==> src/rtl/noc_params.sv <==
// Shared router parameters and port encoding for the switch allocator.
package noc_params;
   localparam int PORT_NUM  = 5;
   localparam int VC_NUM    = 2;
   localparam int VC_SIZE   = $clog2(VC_NUM);
   localparam int PORT_SIZE = $clog2(PORT_NUM);

   typedef logic [PORT_SIZE-1:0] port_t;

   localparam port_t LOCAL = port_t'(0);
   localparam port_t NORTH = port_t'(1);
   localparam port_t SOUTH = port_t'(2);
   localparam port_t WEST  = port_t'(3);
   localparam port_t EAST  = port_t'(4);
endpackage

==> src/rtl/rr_arbiter.sv <==
// Round-robin arbiter: search starts at ptr, ptr advances past the winner on grant_en.
module rr_arbiter #(
   parameter  int N  = 2,
   localparam int IW = (N > 1) ? $clog2(N) : 1
) (
   input  logic          clk,
   input  logic          rst,
   input  logic [N-1:0]  req,
   input  logic          grant_en,
   output logic [N-1:0]  gnt,
   output logic [IW-1:0] idx,
   output logic          vld,
   output logic [IW-1:0] ptr
);
   logic [IW-1:0] nxt;

   always_comb begin
      int j;
      logic [IW-1:0] jj;
      gnt = '0;
      idx = ptr;
      vld = 1'b0;
      j   = 0;
      jj  = '0;
      for (int i = 0; i < N; i++) begin
         j = int'(ptr) + i;
         if (j >= N) j = j - N;
         jj = IW'(j);
         if (!vld && req[jj]) begin
            vld     = 1'b1;
            gnt[jj] = 1'b1;
            idx     = jj;
         end
      end
   end

   // Explicit wrap so the pointer never leaves 0..N-1 for non power-of-two N.
   assign nxt = (idx == IW'(N-1)) ? '0 : idx + 1'b1;

   always_ff @(posedge clk or negedge rst) begin
      if (!rst)                 ptr <= '0;
      else if (grant_en && vld) ptr <= nxt;
   end
endmodule

==> src/rtl/switch_allocator_sep_rr.sv <==
// Separable input-first switch allocator: per-input VC round-robin, then per-output
// input round-robin; crossbar selects are registered for the traversal stage.
module switch_allocator_sep_rr
   import noc_params::*;
(
   input  logic                                clk,
   input  logic                                rst,
   input  logic  [PORT_NUM-1:0][VC_NUM-1:0]    sa_req,
   input  port_t [PORT_NUM-1:0][VC_NUM-1:0]    out_port,
   output logic  [PORT_NUM-1:0][VC_SIZE-1:0]   vc_sel,
   output logic  [PORT_NUM-1:0]                valid_sel,
   output logic  [PORT_NUM-1:0][PORT_SIZE-1:0] xb_in_sel,
   output logic  [PORT_NUM-1:0]                xb_valid
);
   localparam logic [PORT_SIZE:0] PORT_LIM = (PORT_SIZE+1)'(PORT_NUM);

   logic  [PORT_NUM-1:0][VC_NUM-1:0]    req_m, s1_gnt;
   logic  [PORT_NUM-1:0][VC_SIZE-1:0]   s1_idx, in_ptr;
   logic  [PORT_NUM-1:0]                s1_vld, in_gnt;
   port_t [PORT_NUM-1:0]                win_port;
   logic  [PORT_NUM-1:0][PORT_NUM-1:0]  s2_req, s2_gnt;   // [output][input]
   logic  [PORT_NUM-1:0][PORT_SIZE-1:0] s2_idx, out_ptr_unused;
   logic  [PORT_NUM-1:0]                s2_vld;

   for (genvar p = 0; p < PORT_NUM; p++) begin : g_in
      for (genvar v = 0; v < VC_NUM; v++) begin : g_vc
         assign req_m[p][v] = sa_req[p][v] && ({1'b0, out_port[p][v]} < PORT_LIM);
      end
      // Pointer only moves when this input also wins its output, so losers keep their turn.
      rr_arbiter #(.N(VC_NUM)) u_in_arb (
         .clk      (clk),
         .rst      (rst),
         .req      (req_m[p]),
         .grant_en (in_gnt[p]),
         .gnt      (s1_gnt[p]),
         .idx      (s1_idx[p]),
         .vld      (s1_vld[p]),
         .ptr      (in_ptr[p])
      );
   end

   always_comb begin
      win_port = '0;
      for (int p = 0; p < PORT_NUM; p++)
         for (int v = 0; v < VC_NUM; v++)
            if (s1_gnt[p][v]) win_port[p] = win_port[p] | out_port[p][v];
   end

   for (genvar o = 0; o < PORT_NUM; o++) begin : g_out
      for (genvar p = 0; p < PORT_NUM; p++) begin : g_req
         assign s2_req[o][p] = s1_vld[p] && (win_port[p] == port_t'(o));
      end
      rr_arbiter #(.N(PORT_NUM)) u_out_arb (
         .clk      (clk),
         .rst      (rst),
         .req      (s2_req[o]),
         .grant_en (1'b1),
         .gnt      (s2_gnt[o]),
         .idx      (s2_idx[o]),
         .vld      (s2_vld[o]),
         .ptr      (out_ptr_unused[o])
      );
   end

   always_comb begin
      in_gnt = '0;
      for (int o = 0; o < PORT_NUM; o++) in_gnt = in_gnt | s2_gnt[o];
   end

   always_comb begin
      valid_sel = in_gnt;
      for (int p = 0; p < PORT_NUM; p++)
         vc_sel[p] = in_gnt[p] ? s1_idx[p] : in_ptr[p];
   end

   always_ff @(posedge clk or negedge rst) begin
      if (!rst) begin
         xb_valid  <= '0;
         xb_in_sel <= '0;
      end else begin
         for (int o = 0; o < PORT_NUM; o++) begin
            xb_valid[o] <= s2_vld[o];
            if (s2_vld[o]) xb_in_sel[o] <= s2_idx[o];
         end
      end
   end
endmodule

==> config.mk <==
export PLATFORM = sky130hd
export DESIGN_NAME = switch_allocator_sep_rr
export DESIGN_NICKNAME = d
export VERILOG_FILES = /design/src/rtl/noc_params.sv /design/src/rtl/rr_arbiter.sv /design/src/rtl/switch_allocator_sep_rr.sv
export SDC_FILE = /design/constraint.sdc
export NUM_CORES = 1
export LEC_CHECK = 0
export BUFFER_PORTS_ARGS = -buffer_cell sky130_fd_sc_hd__buf_2
export CORE_MARGIN = 3
export CORE_UTILIZATION = 35
export CTS_BUF_LIST = sky130_fd_sc_hd__clkbuf_4 sky130_fd_sc_hd__clkbuf_8 sky130_fd_sc_hd__clkbuf_16
export DETAILED_ROUTE_END_ITERATION = 16
export PLACE_DENSITY = 0.58
export SYNTH_ARGS = -nofsm -noshare
export SYNTH_HDL_FRONTEND = slang
export SYNTH_HIERARCHICAL = 1
export SYNTH_SLANG_ARGS = --single-unit
==> constraint.sdc <==
create_clock -name clk -period 8.4 [get_ports clk]
set_clock_uncertainty 0.15 [all_clocks]
set_input_delay 1.68 -clock clk [delete_from_list [all_inputs] [get_ports clk]]
set_output_delay 1.68 -clock clk [all_outputs]
set_load 0.05 [all_outputs]
# Word level (Yosys, flattened, before mapping)
# Cells that the tools add are included.
[classes]
muxes = 305
eq_ne = 25
reduce_logical = 130
order_cmp = 115
addsub = 70
bitwise = 34
[ops]
columns = ["operator", "n"]
rows = [
  ["2-to-1 mux 3 bit", 65],
  ["2-to-1 mux 1 bit", 145],
  ["2-to-1 mux 5 bit", 25],
  ["bitwise OR 5 bit", 24],
  ["logical AND 1 bit", 100],
  ["< comparator 3 x 4 -> 1 bit, second input constant", 25],
  [">= comparator 4 x 3 -> 1 bit, second input constant", 20],
  ["binary-select mux 1 bit (select 3 bit)", 25],
  ["demux 1 bit (select 3 bit)", 25],
  [">= comparator 3 x 1 -> 1 bit, second input constant", 25],
  ["subtractor 3 bit, second input constant", 25],
  ["adder 3 x 2 -> 4 bit, second input constant", 10],
  ["equality test 3 x 2 -> 1 bit, second input constant", 10],
  ["equality test 3 bit, second input constant", 10],
  ["< comparator 3 bit, second input constant", 10],
  ["zero test 1 bit", 25],
  ["adder 3 x 1 -> 4 bit, second input constant", 5],
  ["adder 3 x 3 -> 4 bit, second input constant", 5],
  ["< comparator 1 x 2 -> 1 bit, second input constant", 10],
  ["2-to-1 mux 2 bit", 10],
  ["adder 3 x 1 -> 3 bit, second input constant", 5],
  ["equality test 3 x 1 -> 1 bit, second input constant", 5],
  [">= comparator 3 bit, second input constant", 5],
  ["zero test 3 bit", 5],
  ["other kinds (9)", 60],
]
[word_totals]
word_cells = 695
regBits = 40
inputBits = 42

# Logic depth before layout (Yosys ltp)
[depth]
depth_word = 34
depth_mapped = 22
depth_no_buf = 20

# Cells and area by module
# The synthesis kept the hierarchy.
[modules_own_cells]
columns = ["module", "cells_per_inst", "seq_area_each_um2", "area_each_um2", "n_inst"]
rows = [
  ["rr_arbiter at g_out[1].u_out_arb ...", 203, 75.1, 1549.0, 3],
  ["rr_arbiter at g_out[4].u_out_arb", 241, 75.1, 1655.3, 1],
  ["rr_arbiter at g_out[0].u_out_arb", 214, 75.1, 1515.2, 1],
  ["switch_allocator_sep_rr", 136, 500.5, 1323.8, 1],
  ["rr_arbiter at g_in[0].u_in_arb ...", 8, 25.0, 70.1, 4],
  ["rr_arbiter at g_in[4].u_in_arb", 9, 25.0, 72.6, 1],
]

# Least setup slack after synthesis
# OpenSTA, ideal clock, no wires.
[synth_timing]
path_type = "input to output"
start = "in out_port[19] (netlist bit)"
end = "out vc_sel[1] (netlist bit)"
path_buffers = 1
setup_slack_ns = 0.957
t_arrival_ns = 5.613
cell_stages = 18
required_time_ns = 6.570
cell_sequence = "o21ai_0 -> and2_1 -> inv_2 -> o21a_1 -> a22oi_2 -> nand2_1 -> nor3_1 -> or3b_1 -> a211o_1 -> o2111ai_2 -> buf_6 -> nor3_2 -> a31oi_1 -> mux2i_1 -> or4_1 -> nor3_1 -> nand2_1 -> mux2_4"
[synth_lines]
columns = ["element", "line_no", "text"]
rows = [
  ["start, declared", "switch_allocator_sep_rr.sv:9", "input port_t [PORT_NUM-1:0][VC_NUM-1:0] out_port,"],
  ["end, declared", "switch_allocator_sep_rr.sv:10", "output logic [PORT_NUM-1:0][VC_SIZE-1:0] vc_sel,"],
]

==> reports/results.txt <==
XOR/XNOR Fraction of Synth Area = 0.0374
flip-flop and latch count after synthesis = 40
Startpoint Class = primary input
Final Hold Fails = 0
Clk Latency, worst-skew pair = 0.31 ns
Hold-fix buffers, CTS = 0
Nets = 1397
initial antenna violation count = 0
max frequency = 0.124 GHz
Clock Tree Buf Depth = 2
crit path capture type = output port
HPWL after detailed placement = 24200 µm
hold endpoint = xb_in_sel[9]
Synth area leaders = dfrtp_1 (11%), ha_1 (5.7%), nand2_1 (4.0%), a21oi_1 (3.7%), mux2i_1 (3.6%)
CTS tree = done
DR pass1 iterations = 7
Crit Path Category = in -> out
r2r startpoint = g_out[1].u_out_arb/ptr[1]
RSZ-0062 raised after global routing = false
H-tree level count = 2
top cells by count, synth = nand2_1 (100), nor2_1 (89), a21oi_1 (70), o21ai_0 (68), nor3_1 (63)
final setup fails = 0
Total Die Area = 29100 µm²
# diodes = 0
vias = 10244
largest net degree at the start of global routing = 41
Max Cap Viol = 0
Seq/Total Area, Yosys = 0.105
setup slack, reg-to-reg = 2.98 ns
Post-Synth Adder-Cell Area = 0.0720
Main synth FF type = dfrtp_1
final WL = 31400 µm
relative slew slack = 0.461
Hold Startpoint = xb_in_sel[9]
Initial Util = 0.360
Yosys warnings = 6
Worst-Margin Slew = 0.788 ns
CP max FO = 11
Worst-path clk slew = 0.06 ns
multi-input logic area = 7950 µm²
grt ovf = 0
Hold Path Stages = 1
Root Buffer Master = clkbuf_16
I/O Buffers = 71
first-pass GRT wire length = 50100 µm
synth unique cells = 120
max-slew violations = 0
chip width = 171 µm
vias in the first global route = 9327
average wire per standard cell = 19.1 µm
mux contribution to synthesized area = 0.0734
Final ANT Viol Nets = 0
share of cells above drive strength 1 = 0.190
Crit Reg-Reg Endpoint = g_in[0].u_in_arb/ptr
Initial DRC Count = 917
post-CTS setup repair buffer count = 0
IO Count = 72
routability cong. = 0.970
most frequent cell after synthesis = nand2_1
dominant cell type by area after synthesis = dfrtp_1
Area growth, synth to finish = 9.03%
Clock Sink Count = 40
period utilisation layout = 0.960
Netlist Area Pre-Place = 9490 µm²
Via density = 6.23
GRT Util Overall = 0.208
Core ar. = 26400 µm²
status = completed
Req. time, crit path = 6.57 ns
Register-to-Register Path Depth = 14
Fillers = 2692
Post-synth EDFFs = 0
Tmin final = 8.06 ns
combinational family with the most area after synthesis = compound AO/OA/AOI/OAI gates
Post-Syn Area per Cell = 7.65 µm²
Simple-Gate Fraction of Synth Area = 0.288
post-CTS sizing = 0
Final TNS setup = 0 ns
Synth async-reset ratio = 1.00
row cnt = 59
area share of the largest cell type after synthesis = 0.105
cells after synthesis = 1241
die height = 171 µm
Critical Path AT = 6.23 ns
worst hold slack = 0.353 ns
total CTS buffers = 5
worst hold path class = reg -> reg
post-synthesis compound-gate area fraction = 0.365
register area = 1000 µm²
# DRC = 0
==> cell type report <==
class	instances	share of cell area
clock buffer	5	0.0121
clock inverter	3	0.00459
inverter	51	0.0185
multi-input combinational	1103	0.768
sequential	40	0.0967
tap	335	0.0405
timing repair buffer	106	0.0597
==> metal layers <==
metal / share of wire / wire length, µm / track usage / up-vias
li1: - / - / - / 4933
met4: 0.023 / 727 / 0.0575 / 0
met3: 0.065 / 2050 / 0.0261 / 58
met2: 0.45 / 14200 / 0.334 / 406
met1: 0.46 / 14400 / 0.293 / 4847
met5: 0 / 0 / 0 / -
==> placed cells by master, fill, tap and decap left out, drive strengths merged, types with 27 or more instances in the layout <==
cell,netlist,routed
or2,27,27
inv,47,47
nand3,32,32
xnor2,33,33
nand2,103,103
o21ai,71,71
mux2,30,30
a31oi,27,27
buf,44,106
mux2i,34,34
nor2,91,91
nor3,66,66
a21oi,78,78
ha,43,43
dfrtp,40,40
==> state kept, by name, indices dropped and copies added, names as in the netlist <==
signal and flops:
xb_valid 5, g_out.u_out_arb/ptr 15, g_in.u_in_arb/ptr 5, xb_in_sel 15
==> worst max-delay path, cell delays in order <==
cell       delay, ns
buf_2           0.11
o21ai_0         0.14
and2_1          0.23
a21oi_1         0.16
a22oi_2         0.25
nand2_1         0.12
nor3_1          0.43
a21boi_0        0.28
a31oi_1         0.07
o22a_1          0.30
o2111ai_2       0.55
nor3_2          0.13
a31oi_1         0.23
mux2i_1         0.14
a311o_1         0.32
nor3_1          0.34
nand2_1         0.22
mux2_4          0.33
buf_2           0.21
==> through the flow <==
| stage | std cells | setup slack [ns] | utilization | area [µm²] |
|---|---|---|---|---|
| finish | 1643 | 0.336 | 0.393 | 10400 |
| global route | 1643 | 0.0326 | 0.393 | 10400 |
| CTS | 1643 | 0.373 | 0.393 | 10400 |
| detailed placement | 1635 | 0.388 | 0.386 | 10200 |
| global placement | 1635 | 0.360 | 0.386 | 10200 |
| floorplan | 1245 | 0.957 | - | 9510 |
==> worst max path at each step <==
| stage | start | to | slack [ns] | cells past startpoint |
|---|---|---|---|---|
| floorplan | out_port[19] | vc_sel[1] | 0.96 | 18 |
| global placement | out_port[1] | vc_sel[0] | 0.36 | 20 |
| detailed placement | out_port[1] | vc_sel[0] | 0.39 | 20 |
| CTS | out_port[4] | vc_sel[0] | 0.37 | 19 |
| global route | out_port[1] | vc_sel[0] | 0.03 | 20 |
| finish | out_port[4] | vc_sel[0] | 0.34 | 19 |
==> logic make-up (layout without fill, tap and decap cells) <==
kind of cell             count (synthesis)  count (layout)
other                                    1               5
buffers and inverters                  102             165
AO/OA/AOI/OAI                          444             444
adder cells (fa/ha/maj)                 52              52
multiplexers                            64              64
AND/OR/NAND/NOR                        500             500
flip-flops                              40              40
XOR/XNOR                                38              38
Power is left out: the tool's default activity adds up to more than one toggle a clock period on the data nets, which glitch-free logic cannot reach.
